--- config.mk ---
export PLATFORM = sky130hd
export DESIGN_NAME = up_link_tx_arbiter
export DESIGN_NICKNAME = d
export VERILOG_FILES = /design/src/rtl/up_link_pkg.sv /design/src/rtl/rr_arbiter_pick.sv /design/src/rtl/up_link_tx_arbiter.sv
export SDC_FILE = /design/constraint.sdc
export NUM_CORES = 1
export LEC_CHECK = 0
export ABC_AREA = 0
export CELL_PAD_IN_SITES_DETAIL_PLACEMENT = 2
export CELL_PAD_IN_SITES_GLOBAL_PLACEMENT = 2
export CORE_AREA = 4 4 173 175
export DETAILED_ROUTE_END_ITERATION = 16
export DIE_AREA = 0 0 177 179
export DONT_BUFFER_PORTS = 1
export PLACE_DENSITY = 0.64
export SYNTH_ARGS = -nofsm -noshare
export SYNTH_HDL_FRONTEND = slang
export SYNTH_SLANG_ARGS = --single-unit
--- constraint.sdc ---
create_clock -name i_clk -period 2.8 [get_ports i_clk]
set_input_delay 0.7 -clock i_clk [delete_from_list [all_inputs] [get_ports i_clk]]
set_output_delay 0.7 -clock i_clk [all_outputs]
set_load 0.02 [all_outputs]
--- src/rtl/up_link_pkg.sv ---
// Shared definitions for the uplink TX arbiter and the RX-side distributor.
package up_link_pkg;
  localparam int unsigned C_AXIS_DW       = 64;
  localparam int unsigned C_AXIS_KW       = 8;
  localparam int unsigned C_MAX_BEATS_DEF = 1200;

  typedef enum logic [1:0] {
    ST_IDLE = 2'd0,
    ST_XFER = 2'd1,
    ST_DROP = 2'd2
  } state_e;
endpackage

--- src/rtl/rr_arbiter_pick.sv ---
// Combinational round-robin pick: first set request at or above ptr, with wrap.
module rr_arbiter_pick #(
  parameter int unsigned P_N     = 4,
  parameter int unsigned P_PTR_W = (P_N > 1) ? $clog2(P_N) : 1
) (
  input  logic [P_N-1:0]     req,
  input  logic [P_PTR_W-1:0] ptr,
  output logic [P_N-1:0]     gnt,
  output logic               vld
);
  int unsigned idx;

  always_comb begin
    gnt = '0;
    vld = 1'b0;
    idx = 0;
    for (int unsigned i = 0; i < P_N; i++) begin
      idx = (32'(ptr) + i) % P_N;
      if (!vld && req[idx]) begin
        gnt[idx] = 1'b1;
        vld      = 1'b1;
      end
    end
  end
endmodule

--- src/rtl/up_link_tx_arbiter.sv ---
// Packet-level round-robin arbiter sharing one 10G MAC TX AXI-Stream channel;
// holds a grant per packet, waits for link up, and truncates runaway packets.
module up_link_tx_arbiter
  import up_link_pkg::*;
#(
  parameter int unsigned P_REQ_NUM   = 4,
  parameter int unsigned P_MAX_BEATS = C_MAX_BEATS_DEF,
  parameter int unsigned P_CNT_W     = 32
) (
  input  logic                           i_clk,
  input  logic                           i_rst_n,
  input  logic                           i_stat_rx_status,
  input  logic [P_REQ_NUM-1:0]           i_s_axis_tvalid,
  input  logic [P_REQ_NUM*C_AXIS_DW-1:0] i_s_axis_tdata,
  input  logic [P_REQ_NUM*C_AXIS_KW-1:0] i_s_axis_tkeep,
  input  logic [P_REQ_NUM-1:0]           i_s_axis_tlast,
  input  logic [P_REQ_NUM-1:0]           i_s_axis_tuser,
  output logic [P_REQ_NUM-1:0]           o_s_axis_tready,
  output logic                           o_m_axis_tvalid,
  output logic [C_AXIS_DW-1:0]           o_m_axis_tdata,
  output logic [C_AXIS_KW-1:0]           o_m_axis_tkeep,
  output logic                           o_m_axis_tlast,
  output logic                           o_m_axis_tuser,
  input  logic                           i_m_axis_tready,
  output logic [P_REQ_NUM-1:0]           o_grant,
  output logic [P_CNT_W-1:0]             o_pkt_cnt,
  output logic [P_CNT_W-1:0]             o_trunc_cnt
);
  localparam int unsigned C_PTR_W  = $clog2(P_REQ_NUM);
  localparam int unsigned C_BEAT_W = $clog2(P_MAX_BEATS);
  localparam logic [C_BEAT_W-1:0] C_LAST_BEAT = C_BEAT_W'(P_MAX_BEATS - 1);
  localparam logic [C_PTR_W-1:0]  C_LAST_REQ  = C_PTR_W'(P_REQ_NUM - 1);

  state_e                state, state_nxt;
  logic [P_REQ_NUM-1:0]  grant;
  logic [C_PTR_W-1:0]    g_idx, rr_ptr, next_ptr, pick_idx;
  logic [C_BEAT_W-1:0]   beat_cnt;
  logic [P_REQ_NUM-1:0]  pick_gnt;
  logic                  pick_vld;
  logic                  sel_valid, sel_last, sel_user;
  logic [C_AXIS_DW-1:0]  sel_data;
  logic [C_AXIS_KW-1:0]  sel_keep;
  logic                  at_limit, trunc, eff_last, accept, start;

  rr_arbiter_pick #(.P_N(P_REQ_NUM), .P_PTR_W(C_PTR_W)) u_pick (
    .req (i_s_axis_tvalid),
    .ptr (rr_ptr),
    .gnt (pick_gnt),
    .vld (pick_vld)
  );

  always_comb begin
    pick_idx = '0;
    for (int unsigned k = 0; k < P_REQ_NUM; k++)
      if (pick_gnt[k]) pick_idx = C_PTR_W'(k);
  end

  assign sel_valid = i_s_axis_tvalid[g_idx];
  assign sel_last  = i_s_axis_tlast[g_idx];
  assign sel_user  = i_s_axis_tuser[g_idx];
  assign sel_data  = i_s_axis_tdata[32'(g_idx)*C_AXIS_DW +: C_AXIS_DW];
  assign sel_keep  = i_s_axis_tkeep[32'(g_idx)*C_AXIS_KW +: C_AXIS_KW];
  assign next_ptr  = (g_idx == C_LAST_REQ) ? '0 : g_idx + 1'b1;
  assign at_limit  = (beat_cnt == C_LAST_BEAT);
  assign start     = i_stat_rx_status && pick_vld;
  assign o_grant   = grant;

  always_ff @(posedge i_clk or negedge i_rst_n)
    if (!i_rst_n) state <= ST_IDLE;
    else          state <= state_nxt;

  // Truncation forces tlast+tuser on the limit beat only when the source has not ended itself.
  always_comb begin
    state_nxt       = state;
    o_m_axis_tvalid = 1'b0;
    o_m_axis_tdata  = '0;
    o_m_axis_tkeep  = '0;
    o_m_axis_tlast  = 1'b0;
    o_m_axis_tuser  = 1'b0;
    o_s_axis_tready = '0;
    trunc           = 1'b0;
    eff_last        = 1'b0;
    accept          = 1'b0;
    case (state)
      ST_IDLE: if (start) state_nxt = ST_XFER;
      ST_XFER: begin
        trunc           = at_limit && !sel_last;
        eff_last        = sel_last || at_limit;
        o_m_axis_tvalid = sel_valid;
        o_m_axis_tdata  = sel_data;
        o_m_axis_tkeep  = sel_keep;
        o_m_axis_tlast  = eff_last;
        o_m_axis_tuser  = sel_user || trunc;
        o_s_axis_tready = grant & {P_REQ_NUM{i_m_axis_tready}};
        accept          = sel_valid && i_m_axis_tready;
        if (accept && eff_last) state_nxt = trunc ? ST_DROP : ST_IDLE;
      end
      ST_DROP: begin
        o_s_axis_tready = grant;
        if (sel_valid && sel_last) state_nxt = ST_IDLE;
      end
      default: state_nxt = ST_IDLE;
    endcase
  end

  always_ff @(posedge i_clk or negedge i_rst_n) begin
    if (!i_rst_n) begin
      grant       <= '0;
      g_idx       <= '0;
      rr_ptr      <= '0;
      beat_cnt    <= '0;
      o_pkt_cnt   <= '0;
      o_trunc_cnt <= '0;
    end else begin
      case (state)
        ST_IDLE: if (start) begin
          grant    <= pick_gnt;
          g_idx    <= pick_idx;
          beat_cnt <= '0;
        end
        ST_XFER: if (accept) begin
          if (eff_last) begin
            o_pkt_cnt <= o_pkt_cnt + 1'b1;
            if (trunc) begin
              o_trunc_cnt <= o_trunc_cnt + 1'b1;
            end else begin
              rr_ptr <= next_ptr;
              grant  <= '0;
            end
          end else if (!at_limit) begin
            beat_cnt <= beat_cnt + 1'b1;
          end
        end
        ST_DROP: if (sel_valid && sel_last) begin
          rr_ptr <= next_ptr;
          grant  <= '0;
        end
        default: ;
      endcase
    end
  end
endmodule

==> flow_metrics.tcl, run 1 <==
set metrics [dict create \
    synth-async-reset-ratio_pct 100 \
    synth.yosys.warnings 0 \
    cts_made_buffers 9 \
    start_util_pct 24.3 \
    vias 5698 \
    clkLatencyLatePin_ps 340 \
    critPathRequiredTime_ps 2100 \
    post-route-cell-area_um2 8020 \
    grtUsageTotal_pct 21.3 \
    fp.dieH_um 179 \
    antenna_found_initial 50 \
    outcome "complete, no violations" \
    setup_viol 0 \
    dpl.hpwl_um 30100 \
    firstDrtPassIters 4 \
    clk_pin_slew_ps 70 \
    crit_type "register to output pin" \
    core_area_um2 28500 \
    holdWs_ps 52.2 \
    ant_nets 0 \
    final.period_utilization_pct 98.8 \
    viasPerCell 5.55 \
    drc_errors 0 \
    portBuffers 0 \
    num_io_pins 451 \
    cts_tree "yes" \
    synth_nets 927 \
    layout_common_cells "dfrtp_1 (83), and2_1 (79), mux4_2 (78)" \
    relSlewSlack_pct 54.2 \
    seq_area_um2 2130 \
    ys_seq_area_share_pct 30.8 \
    cap_violations 0 \
    final_net_count 932 \
    yosys.area.top_type "dfrtp_1" \
    ys_ff_latch 85 \
    cts.sinks 85 \
    setup_ws_ps 33.2 \
    crit_arrival_ps 2070 \
    synth_area_leaders "dfrtp_1 (31%), mux4_2 (25%), and2_1 (7.5%), xnor2_1 (4.8%), xor2_1 (3.0%)" \
    end_kind "output pin" \
    hold_buffers 0 \
    die_x_um 177 \
    p_per_area_nw_per_um2 895 \
    fin_crit_ps 2770 \
    fp-row-count 62 \
    path_max_fanout 10 \
    syn_area_per_cell_um2 11.3 \
    fin_skew_ps 11.4 \
    final_hold_viol_count 0 \
    layout_commonest_cell "dfrtp_1" \
    cts_max_path_buffers 2 \
    drv_slew 0 \
    wirelength_um 35900 \
    synth_edf_count 0 \
    grt_overflow 0 \
    worstSetupStartpointType "register" \
    synth.distinct_cells 61 \
    ys.flop_type "dfrtp_1" \
    die_area_um2 31700 \
    routedWlPerCell_um 35.0 \
    syn_inst 609 \
    root_buffer "clkbuf_16" \
    drtIter0Drc 327 \
    syn-cell-area_um2 6910 \
    grt_start_max_net_pins 93 \
    worst_pin_slew_ps 684 \
    placed_area_um2 7440 \
    drive_gt1_share_pct 26.0 \
    fmax_mhz 361 \
    area_growth_pct 16.1 \
    grt_pass1_vias 6025 \
    dp_slack_ps 17.7 \
    gp_congestion 0.948 \
    grt_pass1_wl_um 48200 \
    max-vdd-ir-drop_uv 429 \
    fillers 3098 \
    p_leak_nw 3.18 \
    htree_levels 3 \
    dp_cells 977 \
    synth_top_cell_area_share_pct 30.8 \
    hold_path_class "primary input to asynchronous set/reset pin" \
    multi_input_area_um2 4600 \
    fin_cells 1027 \
]
==> metal layers <==
metal | vias up | GRT usage, % | share of wire (%)
met4 | 38 | 2.87 | 1.3
li1 | 2339 | - | -
met2 | 314 | 36.5 | 50
met1 | 2940 | 24.4 | 36
met5 | - | 0 | 0.62
met3 | 67 | 11.3 | 12
==> worst paths after layout <==
kind                                           from                         to  slack [ps]  cells after the start
max in group asynchronous                   i_rst_n       g_idx[1]$_DFFE_PN0P_        2650                      0
min in group i_clk         beat_cnt[10]$_DFFE_PN0P_   beat_cnt[10]$_DFFE_PN0P_         570                      1
max                            g_idx[0]$_DFFE_PN0P_         o_m_axis_tdata[22]          30                      4
min                                         i_rst_n  o_pkt_cnt[17]$_DFFE_PN0P_          50                      0
min reg2reg                beat_cnt[10]$_DFFE_PN0P_   beat_cnt[10]$_DFFE_PN0P_         570                      1
max reg2reg                   rr_ptr[0]$_DFFE_PN0P_     o_grant[2]$_DFFE_PN0P_         110                      7
==> stage by stage <==
stage	total power, W	setup TNS, ps	util [%]
2_1_floorplan	0.00465	0	-
3_3_place_gp	0.00544	0	26.1
3_5_place_dp	0.00560	0	26.1
4_1_cts	0.00717	-17.6	27.7
5_1_grt	0.00754	-32.9	28.0
6_report	0.00718	0	28.2
==> registers in the layout, summed over array words and instances (netlist names) <==
register     flops
g_idx            2
o_pkt_cnt       32
o_trunc_cnt     32
rr_ptr           2
beat_cnt        11
state            2
o_grant          4
==> kinds of logic (layout without fill, tap and decap cells) <==
family | after synthesis | count (layout) | synth area share (%)
simple gates | 253 | 253 | 23.2
flops | 85 | 85 | 30.8
mux | 82 | 82 | 26.1
xor+xnor | 62 | 62 | 7.86
compound gates | 58 | 58 | 6.16
buf+inv | 55 | 65 | 3.42
fa+ha+maj | 14 | 14 | 2.54
other cells | 0 | 24 | 0
==> cell type report <==
class	count	area share, %
repair buffers	28	4.20
flip-flops and latches	85	26.6
clock inverters	5	1.03
diodes	24	0.749
clock buffers	11	3.03
multi-input cells	469	57.4
well taps	384	5.99
inverters	21	0.983
==> cell usage after synthesis (all sizes together) (4+ instances only) <==
master  count
dfrtp      85
and2       83
mux4       78
nand2      38
xnor2      38
nand3      26
xor2       24
clkbuf     21
inv        21
nand4      20
nor4       16
ha         14
nor2       14
buf        13
nor3       13
o21ai      13
a21oi       8
o31ai       8
and3        6
nor2b       6
a22o        5
and4        4
or3         4
or3b        4
or4         4
==> report_power, final <==
part | internal [W] | switching (W) | leakage [nW]
clock network | 0.000811 | 0.000520 | 0.160
logic | 0.00190 | 0.00240 | 1.89
registers | 0.00134 | 0.000208 | 1.13
==> worst max-delay path, cell delays in order, from the launching register on <==
cell and delay, ps:
dfrtp_4 470, buf_16 170, buf_16 160, mux4_2 600, and2_2 290
==> timing repair <==
| item | 4_1_cts | 5_1_grt |
|---|---|---|
| pin swaps | 0 | 0 |
| gates cloned | 2 | 0 |
| resized for setup | 6 | 13 |
| buffers inserted | 5 | 3 |
| setup endpoints to repair | 53 | 47 |
(Power assumes the default switching activity.)
==> run 2, diff against run 1 <==
GPL_TIMING_DRIVEN = 0   (was unset)
SETUP_SLACK_MARGIN = 0.05   (was unset)
==> flow_metrics.tcl, run 2 (synthesis gave the netlist of run 1 again) <==
set metrics [dict create \
    worstSetupStartpointType "register" \
    dpl.hpwl_um 30400 \
    grtUsageTotal_pct 21.2 \
    setup_viol 0 \
    totalPowerFinal_w 0.00764 \
    drc_errors 0 \
    drv_slew 0 \
    dp_cells 993 \
    vias 5819 \
    p_per_area_nw_per_um2 919 \
    placed_area_um2 7390 \
    grt_pass1_wl_um 47500 \
    startpoint "g_idx[0]$_DFFE_PN0P_" \
    firstDrtPassIters 4 \
    reg2reg_slack_ps 140 \
    start_util_pct 24.3 \
    fmax_mhz 363 \
    crit_type "register to output pin" \
    worst_pin_slew_ps 979 \
    p_leak_nw 3.36 \
    r2r-end "o_grant[2]$_DFFE_PN0P_" \
    fillers 3089 \
    final_net_count 961 \
    final.period_utilization_pct 98.3 \
    holdWs_ps 44.9 \
    multi_input_area_um2 4740 \
    area_growth_pct 20.3 \
    num_io_pins 451 \
    cts_made_buffers 9 \
    fin_skew_ps 14.1 \
    clk_pin_slew_ps 70 \
    end_kind "output pin" \
    drtIter0Drc 313 \
    crit_arrival_ps 2050 \
    die_area_um2 31700 \
    wirelength_um 36300 \
    relSlewSlack_pct 33.9 \
    drive_gt1_share_pct 39.7 \
    cap_violations 0 \
    die_x_um 177 \
    grt_pass1_vias 5895 \
    fin_crit_ps 2750 \
    critPathRequiredTime_ps 2100 \
    layout_common_cells "dfrtp_1 (84), mux4_2 (78), and2_2 (40)" \
    layout_commonest_cell "dfrtp_1" \
    setup_tns_ps 0 \
    worstRegToRegCells 8 \
    final_hold_viol_count 0 \
    root_buffer "clkbuf_16" \
    fp.dieH_um 179 \
    path_max_fanout 6 \
    reg_top3 "o_pkt_cnt x32, o_trunc_cnt x32, beat_cnt x11" \
    fin_cells 1046 \
    outcome "complete, no violations" \
    cts_tree "yes" \
    seq_area_um2 2130 \
    antenna_found_initial 49 \
    routedWlPerCell_um 34.7 \
    core_area_um2 28500 \
    htree_levels 3 \
    cts.sinks 85 \
    worstReg2RegStart "rr_ptr[0]$_DFFE_PN0P_" \
    portBuffers 0 \
    gp_congestion 0.972 \
    post-route-cell-area_um2 8310 \
    cts_max_path_buffers 2 \
    grt_start_max_net_pins 86 \
    viasPerCell 5.56 \
    hold_path_class "primary input to asynchronous set/reset pin" \
    ant_nets 0 \
    rsz0062_at_grt "yes" \
    max-vdd-ir-drop_uv 362 \
    fp-row-count 62 \
    grt_overflow 0 \
    hold_buffers 0 \
    clkLatencyLatePin_ps 340 \
]
==> run 2: cell count changes in the layout (fill, tap and decap cells not counted), sizes merged, moves of 2 or more <==
cell,previous run,this run
clkbuf,11,31
clkinvlp,0,3
diode,24,14
bufinv,2,0
buf,27,38
==> run 2: worst max-delay path by stage <==
stage | endpoint | cells after the start | slack, ps
6_report | o_m_axis_tuser | 5 | 50
5_1_grt | o_m_axis_tuser | 5 | -20
3_3_place_gp | o_m_axis_tdata[18] | 6 | -650
4_1_cts | o_m_axis_tdata[61] | 6 | 10
3_5_place_dp | o_m_axis_tdata[18] | 6 | -720
2_1_floorplan | o_grant[2]$_DFFE_PN0P_ | 8 | 130
==> run 2: what timing repair did <==
| item | CTS | global route |
|---|---|---|
| pin swaps | 2 | 3 |
| buffers inserted | 11 | 9 |
| cloned | 0 | 3 |
| endpoints found under the setup margin | 81 | 96 |
| gates resized for setup | 152 | 45 |
==> run 2: layout make-up <==
cell class                 count  share of cell area [%]
sequential                    85                    25.6
buffer                        34                    4.20
antenna                       14                   0.422
tap                          384                    5.78
multi-input combinational    469                    57.0
timing repair buffer          23                    2.59
clock inverter                 4                   0.392
clock buffer                  12                    2.97
inverter                      21                   0.994
==> run 2: report_power, final <==
| group | switching [W] | leakage, nW | internal (W) |
|---|---|---|---|
| registers | 0.000209 | 1.13 | 0.00133 |
| logic | 0.00261 | 2.10 | 0.00234 |
| clock network | 0.000518 | 0.129 | 0.000632 |
==> run 2: through the flow <==
step | util (%) | setup WS, ps
after floorplan | - | 134
after global placement | 26.0 | -650
after detailed placement | 26.0 | -716
after CTS | 28.3 | 13.4
after global routing | 29.1 | -22.1
final | 29.2 | 46.4
==> run 2: critical path, stage by stage (launching register included) <==
cell,delay [ps]
dfrtp_1,370
buf_6,170
mux4_2,570
and4b_1,330
buf_6,130
o21a_4,160
==> run 2: layer usage <==
metal,part of all wire [%],GRT usage (%),up-vias
li1,-,-,2384
met1,37,25.4,3014
met2,49,35.6,310
met3,12,10.6,71
met4,1.4,2.68,40
met5,0.66,0,-
